[config.mk]
export PLATFORM = sky130hd
export DESIGN_NAME = sub_req_arbiter_flat
export DESIGN_NICKNAME = d
export VERILOG_FILES = /design/src/rtl/sub_req_arbiter_if.sv /design/src/rtl/sub_req_arbiter.sv /design/src/flat_wrapper.sv
export SDC_FILE = /design/constraint.sdc
export NUM_CORES = 1
export LEC_CHECK = 0
export ABC_AREA = 0
export BUFFER_PORTS_ARGS = -buffer_cell sky130_fd_sc_hd__buf_2
export CORE_MARGIN = 2
export CORE_UTILIZATION = 52
export DETAILED_ROUTE_END_ITERATION = 6
export PLACE_DENSITY = 0.8
export SLEW_MARGIN = 20
export SYNTH_ARGS = -nofsm -noshare
export SYNTH_HDL_FRONTEND = slang
export SYNTH_SLANG_ARGS = --single-unit
export TNS_END_PERCENT = 20
[constraint.sdc]
create_clock -name CLK -period 2.4 [get_ports CLK]
set_input_delay 0.6 -clock CLK [delete_from_list [all_inputs] [get_ports CLK]]
set_output_delay 0.6 -clock CLK [all_outputs]
set_load 0.01 [all_outputs]
[src/rtl/sub_req_arbiter_if.sv]
// Signal bundle between the N requesters, the arbiter and the single SUB request port.
// The master view belongs to the arbiter; the slave view to the requesters and SUB side.
interface sub_req_arbiter_if #(
  parameter int N = 4
);
  logic [N-1:0]   REQ_IN;
  logic [8*N-1:0] DAT_IN;
  logic [N-1:0]   ACK_OUT;
  logic           REQ;
  logic           ACK;
  logic [7:0]     DAT;
  logic [2:0]     GNT_ID;
  logic           BUSY;
  logic           TMO_ERR;

  modport master (
    input  REQ_IN, DAT_IN, ACK,
    output ACK_OUT, REQ, DAT, GNT_ID, BUSY, TMO_ERR
  );

  modport slave (
    output REQ_IN, DAT_IN, ACK,
    input  ACK_OUT, REQ, DAT, GNT_ID, BUSY, TMO_ERR
  );
endinterface

[src/rtl/sub_req_arbiter.sv]
// Round-robin arbiter sharing one SUB REQ/ACK/DAT channel between N requesters, with an ACK watchdog.
//   state   | meaning
//   S_IDLE  | no transfer, arbitrate over all REQ_IN
//   S_ISSUE | REQ held to SUB, waiting for ACK or watchdog expiry
//   S_GAP   | one-cycle REQ-low gap, arbitrate with last winner masked
module sub_req_arbiter #(
  parameter int N       = 4,
  parameter int TMO_CYC = 255
) (
  input  logic              CLK,
  input  logic              RSTX,
  sub_req_arbiter_if.master bus
);
  localparam int IW = (N > 1) ? $clog2(N) : 1;
  localparam logic [N-1:0] ONE_HOT0 = {{(N-1){1'b0}}, 1'b1};

  typedef enum logic [1:0] {
    S_IDLE  = 2'd0,
    S_ISSUE = 2'd1,
    S_GAP   = 2'd2
  } state_t;

  state_t         state_q, state_d;
  logic           req_q, req_d;
  logic [7:0]     dat_q, dat_d;
  logic [2:0]     gnt_q, gnt_d;
  logic [2:0]     ptr_q, ptr_d;
  logic [N-1:0]   ack_out_q, ack_out_d;
  logic           tmo_err_q, tmo_err_d;
  logic           busy_q, busy_d;
  logic [15:0]    timer_q, timer_d;

  logic [N-1:0]   arb_req;
  logic           any_req;
  logic [IW-1:0]  win_idx;
  logic [IW-1:0]  scan_idx;
  logic [2:0]     ptr_nxt;
  logic           tmo_hit;

  // Scan from the highest offset down so the lowest offset from PTR is the last one kept.
  always_comb begin : rr_pick
    arb_req = bus.REQ_IN;
    if (state_q == S_GAP) begin
      arb_req = bus.REQ_IN & ~(ONE_HOT0 << gnt_q);
    end
    any_req  = 1'b0;
    win_idx  = '0;
    scan_idx = '0;
    for (int k = N - 1; k >= 0; k--) begin
      scan_idx = IW'((int'(ptr_q) + k) % N);
      if (arb_req[scan_idx]) begin
        any_req = 1'b1;
        win_idx = scan_idx;
      end
    end
  end

  assign ptr_nxt = (gnt_q == 3'(N - 1)) ? 3'd0 : gnt_q + 3'd1;
  assign tmo_hit = (TMO_CYC != 0) && (timer_q == 16'(TMO_CYC - 1));

  always_comb begin : fsm_next
    state_d   = state_q;
    req_d     = req_q;
    dat_d     = dat_q;
    gnt_d     = gnt_q;
    ptr_d     = ptr_q;
    timer_d   = timer_q;
    ack_out_d = '0;
    tmo_err_d = 1'b0;
    unique case (state_q)
      S_IDLE, S_GAP: begin
        state_d = S_IDLE;
        if (any_req) begin
          req_d   = 1'b1;
          dat_d   = bus.DAT_IN[{win_idx, 3'b000} +: 8];
          gnt_d   = 3'(win_idx);
          timer_d = '0;
          state_d = S_ISSUE;
        end
      end
      S_ISSUE: begin
        if (timer_q != 16'hFFFF) begin
          timer_d = timer_q + 16'd1;
        end
        // ACK has priority over a watchdog expiry in the same cycle.
        if (bus.ACK) begin
          req_d     = 1'b0;
          ack_out_d = ONE_HOT0 << gnt_q;
          ptr_d     = ptr_nxt;
          state_d   = S_GAP;
        end else if (tmo_hit) begin
          req_d     = 1'b0;
          tmo_err_d = 1'b1;
          ptr_d     = ptr_nxt;
          state_d   = S_GAP;
        end
      end
      default: state_d = S_IDLE;
    endcase
    busy_d = (state_d != S_IDLE);
  end

  always_ff @(posedge CLK or negedge RSTX) begin
    if (!RSTX) begin
      state_q   <= S_IDLE;
      req_q     <= 1'b0;
      dat_q     <= '0;
      gnt_q     <= '0;
      ptr_q     <= '0;
      timer_q   <= '0;
      ack_out_q <= '0;
      tmo_err_q <= 1'b0;
      busy_q    <= 1'b0;
    end else begin
      state_q   <= state_d;
      req_q     <= req_d;
      dat_q     <= dat_d;
      gnt_q     <= gnt_d;
      ptr_q     <= ptr_d;
      timer_q   <= timer_d;
      ack_out_q <= ack_out_d;
      tmo_err_q <= tmo_err_d;
      busy_q    <= busy_d;
    end
  end

  assign bus.REQ     = req_q;
  assign bus.DAT     = dat_q;
  assign bus.GNT_ID  = gnt_q;
  assign bus.ACK_OUT = ack_out_q;
  assign bus.TMO_ERR = tmo_err_q;
  assign bus.BUSY    = busy_q;
endmodule

[src/flat_wrapper.sv]
// flat-port wrapper written by rule: the top's interface ports become plain ports
module sub_req_arbiter_flat 
#(
  parameter int N       = 4,
  parameter int TMO_CYC = 255
)
  (CLK, RSTX, bus_REQ_IN, bus_DAT_IN, bus_ACK, bus_ACK_OUT, bus_REQ, bus_DAT, bus_GNT_ID, bus_BUSY, bus_TMO_ERR);
  sub_req_arbiter_if #(.N(N)) bus_i ();
  input  logic CLK;
  input  logic RSTX;
  input wire logic [$bits(bus_i.REQ_IN)-1:0] bus_REQ_IN;
  input wire logic [$bits(bus_i.DAT_IN)-1:0] bus_DAT_IN;
  input wire logic [$bits(bus_i.ACK)-1:0] bus_ACK;
  output wire logic [$bits(bus_i.ACK_OUT)-1:0] bus_ACK_OUT;
  output wire logic [$bits(bus_i.REQ)-1:0] bus_REQ;
  output wire logic [$bits(bus_i.DAT)-1:0] bus_DAT;
  output wire logic [$bits(bus_i.GNT_ID)-1:0] bus_GNT_ID;
  output wire logic [$bits(bus_i.BUSY)-1:0] bus_BUSY;
  output wire logic [$bits(bus_i.TMO_ERR)-1:0] bus_TMO_ERR;
  assign bus_i.REQ_IN = bus_REQ_IN;
  assign bus_i.DAT_IN = bus_DAT_IN;
  assign bus_i.ACK = bus_ACK;
  assign bus_ACK_OUT = bus_i.ACK_OUT;
  assign bus_REQ = bus_i.REQ;
  assign bus_DAT = bus_i.DAT;
  assign bus_GNT_ID = bus_i.GNT_ID;
  assign bus_BUSY = bus_i.BUSY;
  assign bus_TMO_ERR = bus_i.TMO_ERR;
  sub_req_arbiter #(.N(N), .TMO_CYC(TMO_CYC)) u_core (.CLK(CLK), .RSTX(RSTX), .bus(bus_i));
endmodule
======== Yosys cells after proc, flatten, opt, wreduce, memory -nomap -nowiden ========
Cells that the tools add are included.
word-level totals
  flip-flop bits (word level) ............. 37
  input port bits ......................... 39
  output and inout bits ................... 18
cells by class
  equal/unequal tests ..................... 8
  muxes and demuxes ....................... 36
  magnitude comparators ................... 4
  reductions and logical operators ........ 9
  shifts and indexed selects .............. 2
  $add $sub $neg .......................... 5
  bitwise logic cells ..................... 2
operators with widths
  kind                   number
  $mux 16                2
  $pmux 16 s2            1
  $shiftx 32x6->8        1
  $mux 2                 9
  $add 16x1->16 const B  1
  $eq 16x8->1 const B    1
  $ne 16x16->1 const B   1
  $mux 1                 15
  $lt 2x3->1 const B     4
  $mux 4                 3
  $bmux 1 s2             4
  $reduce_and 3->1       2
  $reduce_bool 2->1      3
  $add 2x1->2 const B    2
  $add 2x2->2 const B    2
  $and 4x4->4            1
  $eq 2x2->1 const B     2
  $ne 2x1->1 const B     2
  $not 4->4              1
  $pmux 2 s2             1
  $reduce_and 2->1       2
  $shl 1x2->4 const A    1
  $ne 3x2->1 const B     1
  $eq 2x1->1 const B     1
  3 further kinds        3

======== Logic depth before layout (Yosys ltp) ========
  word-level depth ........................ 13
  gate-level depth with buffers ........... 9

======== Worst setup path after synthesis ========
Ideal clock, no wire load.
  path kind ............................... register to register
  start point ............................. register u_core.gnt_q[0], in the netlist u_core.bus.GNT_ID[0]
  end point ............................... register u_core.dat_q[0], in the netlist u_core.bus.DAT[0]
  stages on the path, launching flop included .. 10
  buffers on the path ..................... 2
  library setup time ...................... 0.148 ns
  setup slack ............................. 0.349 ns
  data arrival time ....................... 1.903 ns
  clock period less this slack ............ 2.051 ns
  required time ........................... 2.252 ns
  cell sequence ........................... dfrtp_1 -> inv_1 -> ha_1 -> and3b_1 -> o22ai_1 -> a311oi_1 -> buf_4 -> buf_8 -> mux2i_1 -> o221ai_1
between the ends
  longest elaborated chain between the ends .. 11
RTL lines
  element                                              RTL line                text
  from (decl)                                          sub_req_arbiter.sv:26   logic [2:0] gnt_q, gnt_d;
  from (signal assigned)                               sub_req_arbiter.sv:118  gnt_q <= gnt_d;
  $shl 1x2->4 (*)                                      sub_req_arbiter.sv:44   arb_req = bus.REQ_IN & ~(ONE_HOT0 << gnt_q);
  $not 4->4 (*)                                        sub_req_arbiter.sv:44
  $and 4x4->4 (*)                                      sub_req_arbiter.sv:44
  $mux 4 (*)                                           sub_req_arbiter.sv:43   if (state_q == S_GAP) begin
  $bmux 1 s2                                           sub_req_arbiter.sv:51   if (arb_req[scan_idx]) begin
  $mux 1 (implied by the code)                         sub_req_arbiter.sv:51
  $mux 2 or $mux 1 (tied branches) (4 in series)       sub_req_arbiter.sv:51
  $shiftx 32x6->8 or $reduce_and 2->1 (tied branches)  --
  to (signal assigned)                                 sub_req_arbiter.sv:117  dat_q <= dat_d;
  to (decl)                                            sub_req_arbiter.sv:25   logic [7:0] dat_q, dat_d;
Mark *: on every way between the ends. The rest lies on a longest branch, timed or not. The select of a mux whose other input is x is not followed.
A chain may end at the register's enable or synchronous reset.

======== Worst setup path after layout ========
  start point ............................. register u_core.gnt_q[0], in the netlist u_core.bus.GNT_ID[0]
  end point ............................... register u_core.dat_q[5], in the netlist u_core.bus.DAT[5]
Same word-level chain as after synthesis.

==> results.yml <==
critical_path:
  r2r_slack_ps: 120
  crit_buf_inv: 2
  worstSetupStartpointType: "flip-flop"
  arrival_ps: 2420
  cp.depth: 8
  max_stage_delay_ps: 430
  reg2reg_depth: 8
  cp_cell_sequence: "inv_1 > ha_1 > and3b_1 > o22ai_1 > a311oi_4 > buf_12 > mux2i_1 > o221ai_1"
  worstSetupPathType: "reg -> reg"
  crit_family: "compound AO/OA/AOI/OAI gates"
  endpoint_kind: "flip-flop"
  critPathRequiredTime_ps: 2540
  slowest_stage: "dfrtp_1"
  crit_path_max_fanout: 16
yosys:
  synth_xor_area_share_pct: 5.436
  synthesis.area_sq_um: 2095
  ys_seq_elements: 37
  synth_edf_count: 0
  synthCells: 207
  synth-simple-area-share_pct: 22.76
  synth_compound_area_share_pct: 9.438
  synth.distinct_cells: 46
  muxShareOfSynthArea_pct: 9.200
  yosysWarnings: 0
  synth_top_family_by_area: "simple AND/OR/NAND/NOR gates"
  synth_flop_cell: "dfrtp_1"
  synth_fa_ha_area_share_pct: 3.584
  synth.yosys.seq_area_share_pct: 44.21
  synthArstFlopShare_pct: 100.0
  syn_avg_cell_area_sq_um: 10.12
  synth_nets: 252
final_layout:
  final_common_cell: "buf_2"
  fin_nets: 305
  diodes: 0
  synthToLayoutAreaGrowth_pct: 18.88
  drive_gt1_share_pct: 26.44
  mostFrequentLayoutCells: "55 x buf_2, 37 x dfrtp_1, 17 x nor2_1, 17 x nand2_1, 17 x mux2i_1"
cts:
  cts_root_buffer: "clkbuf_8"
  clkTransAtPathRegs_ps: 70
  clkLatencyLatePin_ps: 290
  cts_made_buffers: 5
  cts-htree-levels: 2
  cts_tree: "built"
  cts.sinks: 37
  post_cts_buffers: 0
  clockBufferDepth: 2
  hold_buffers: 0
  postCtsResizedCells: 0
placement:
  dpl.hpwl_um: 3422
  pre_cts_ws_ps: 166.1
  portBuffers: 55
  gp_congestion: 0.9824
grt:
  grt_pass1_wl_um: 7320
  antenna_found_initial: 0
  grt_start_max_net_pins: 38
  grt_usage_pct: 22.24
  first_global_vias: 1658
  grt_overflow: 0
sta:
  grt_setup_unrepaired: "no"
  slew_headroom_pct: 46.93
  tns_ps: 0
  slew_violations: 0
  timing.final.ws_setup_ps: 118.4
  post-route-period-util_pct: 95.07
  fin_hold_ws_ps: 393.0
  setup_viol: 0
  fin_crit_ps: 2282
  worstMarginPinSlew_ps: 796.1
  hold_viol_final: 0
  fmax_ghz: 0.4383
  skew_ps: 6.016
floorplan:
  die-area_sq_um: 4552
  num_rows: 23
  core_sq_um: 3943
  io_pins: 57
  die_w_um: 67.47
  die_h_um: 67.47
  start_util_pct: 53.13
detailed_routing:
  first_pass_iters: 4
  drt-initial-drc-count: 90
  num_vias: 1782
  routed_wl_um: 4637
  ant_nets: 0
  vias_per_cell: 5.730
  post-route-drc-count: 0
  post_drt_wl_per_cell_um: 14.91
power:
  p_leak_nw: 1.193
  max-vdd-ir-drop_v: 0.0005884
  power_density_nw_per_um2: 965.4
hold_path:
  hp-class: "in -> async"
flow_run:
  cap_violations: 0
run_status:
  outcome: "finished clean"
## layout make-up
cell class | count | area [sq um]
fill | 337 | 1453
tap | 50 | 62.56
timing repair buffer | 58 | 310.3
clock buffer | 8 | 80.08
inverter | 9 | 33.78
sequential | 37 | 925.9
multi-input combinational | 149 | 1077
## worst register-to-register path: cells and delay by family (launching register included)
family,cells,cell delay (ps)
compound gates,3,680
simple gates,1,250
mux,1,260
flops,1,430
fa+ha+maj,1,170
buf+inv,2,330
## sequential cells by signal, indices dropped and copies added, names as in the netlist
name	cells
u_core.timer_q	16
u_core.state_q	2
u_core.bus.ACK_OUT	4
u_core.bus.DAT	8
u_core.bus.BUSY	1
u_core.bus.TMO_ERR	1
u_core.bus.GNT_ID	2
u_core.ptr_q	2
u_core.bus.REQ	1
## worst paths after layout
check                                                       from                                to
worst min register to register        u_core.bus.REQ$_DFFE_PN0P_        u_core.bus.REQ$_DFFE_PN0P_
worst min-delay path                                        RSTX     u_core.timer_q[5]$_DFFE_PN0P_
max in group asynchronous                                   RSTX  u_core.bus.GNT_ID[1]$_DFFE_PN0P_
min in group CLK                      u_core.bus.REQ$_DFFE_PN0P_        u_core.bus.REQ$_DFFE_PN0P_
worst max-delay path            u_core.bus.GNT_ID[0]$_DFFE_PN0P_     u_core.bus.DAT[5]$_DFFE_PN0P_
worst max register to register  u_core.bus.GNT_ID[0]$_DFFE_PN0P_     u_core.bus.DAT[5]$_DFFE_PN0P_
## logic make-up after synthesis
kind of cell,count (synthesis)
DFF,37
AOI/OAI and AO/OA,26
adders and majority gates,6
xor gates and xnor gates,13
buffers and inverters,21
other,1
muxes,19
and+or+nand+nor,84
## per-layer routing
layer | part of all wire (%) | wire (um) | vias to the layer above | global-route usage [%]
li1 | - | - | 854 | -
met3 | 7.2 | 332 | 8 | 6.500
met4 | 1.6 | 73 | 0 | 9.184
met1 | 44 | 2063 | 856 | 27.98
met5 | 0 | 0 | - | 0
met2 | 47 | 2167 | 64 | 35.78
## synth_stat cells, types with 4 or more instances
cell type,instances,share of area [%]
nor4_1,12,3.6
nand3_1,4,0.96
clkbuf_1,4,0.72
inv_1,9,1.6
nor2_1,17,3.0
and4_1,4,1.7
ha_1,6,3.6
o221ai_1,7,2.9
nand2_1,17,3.0
xnor2_1,13,5.4
nand4_1,4,1.2
mux2i_1,17,8.1
and3_1,6,1.8
dfrtp_1,37,44
## power breakdown
group          internal, mW  switching [mW]  leakage (nW)
clock network         0.206           0.204        0.0395
logic                 0.464           0.607         0.672
registers             0.789           0.134         0.482
## per-stage QoR
stage               cells  power (mW)  cell area [sq um]  utilization, %
floorplan             207       1.659               2095               -
global placement      303       1.970               2410           61.12
detailed placement    303       2.011               2410           61.12
CTS                   311       2.424               2490           63.15
global route          311       2.585               2490           63.15
finish                311       2.404               2490           63.15
Note: power is estimated with default switching activity, not from simulation.
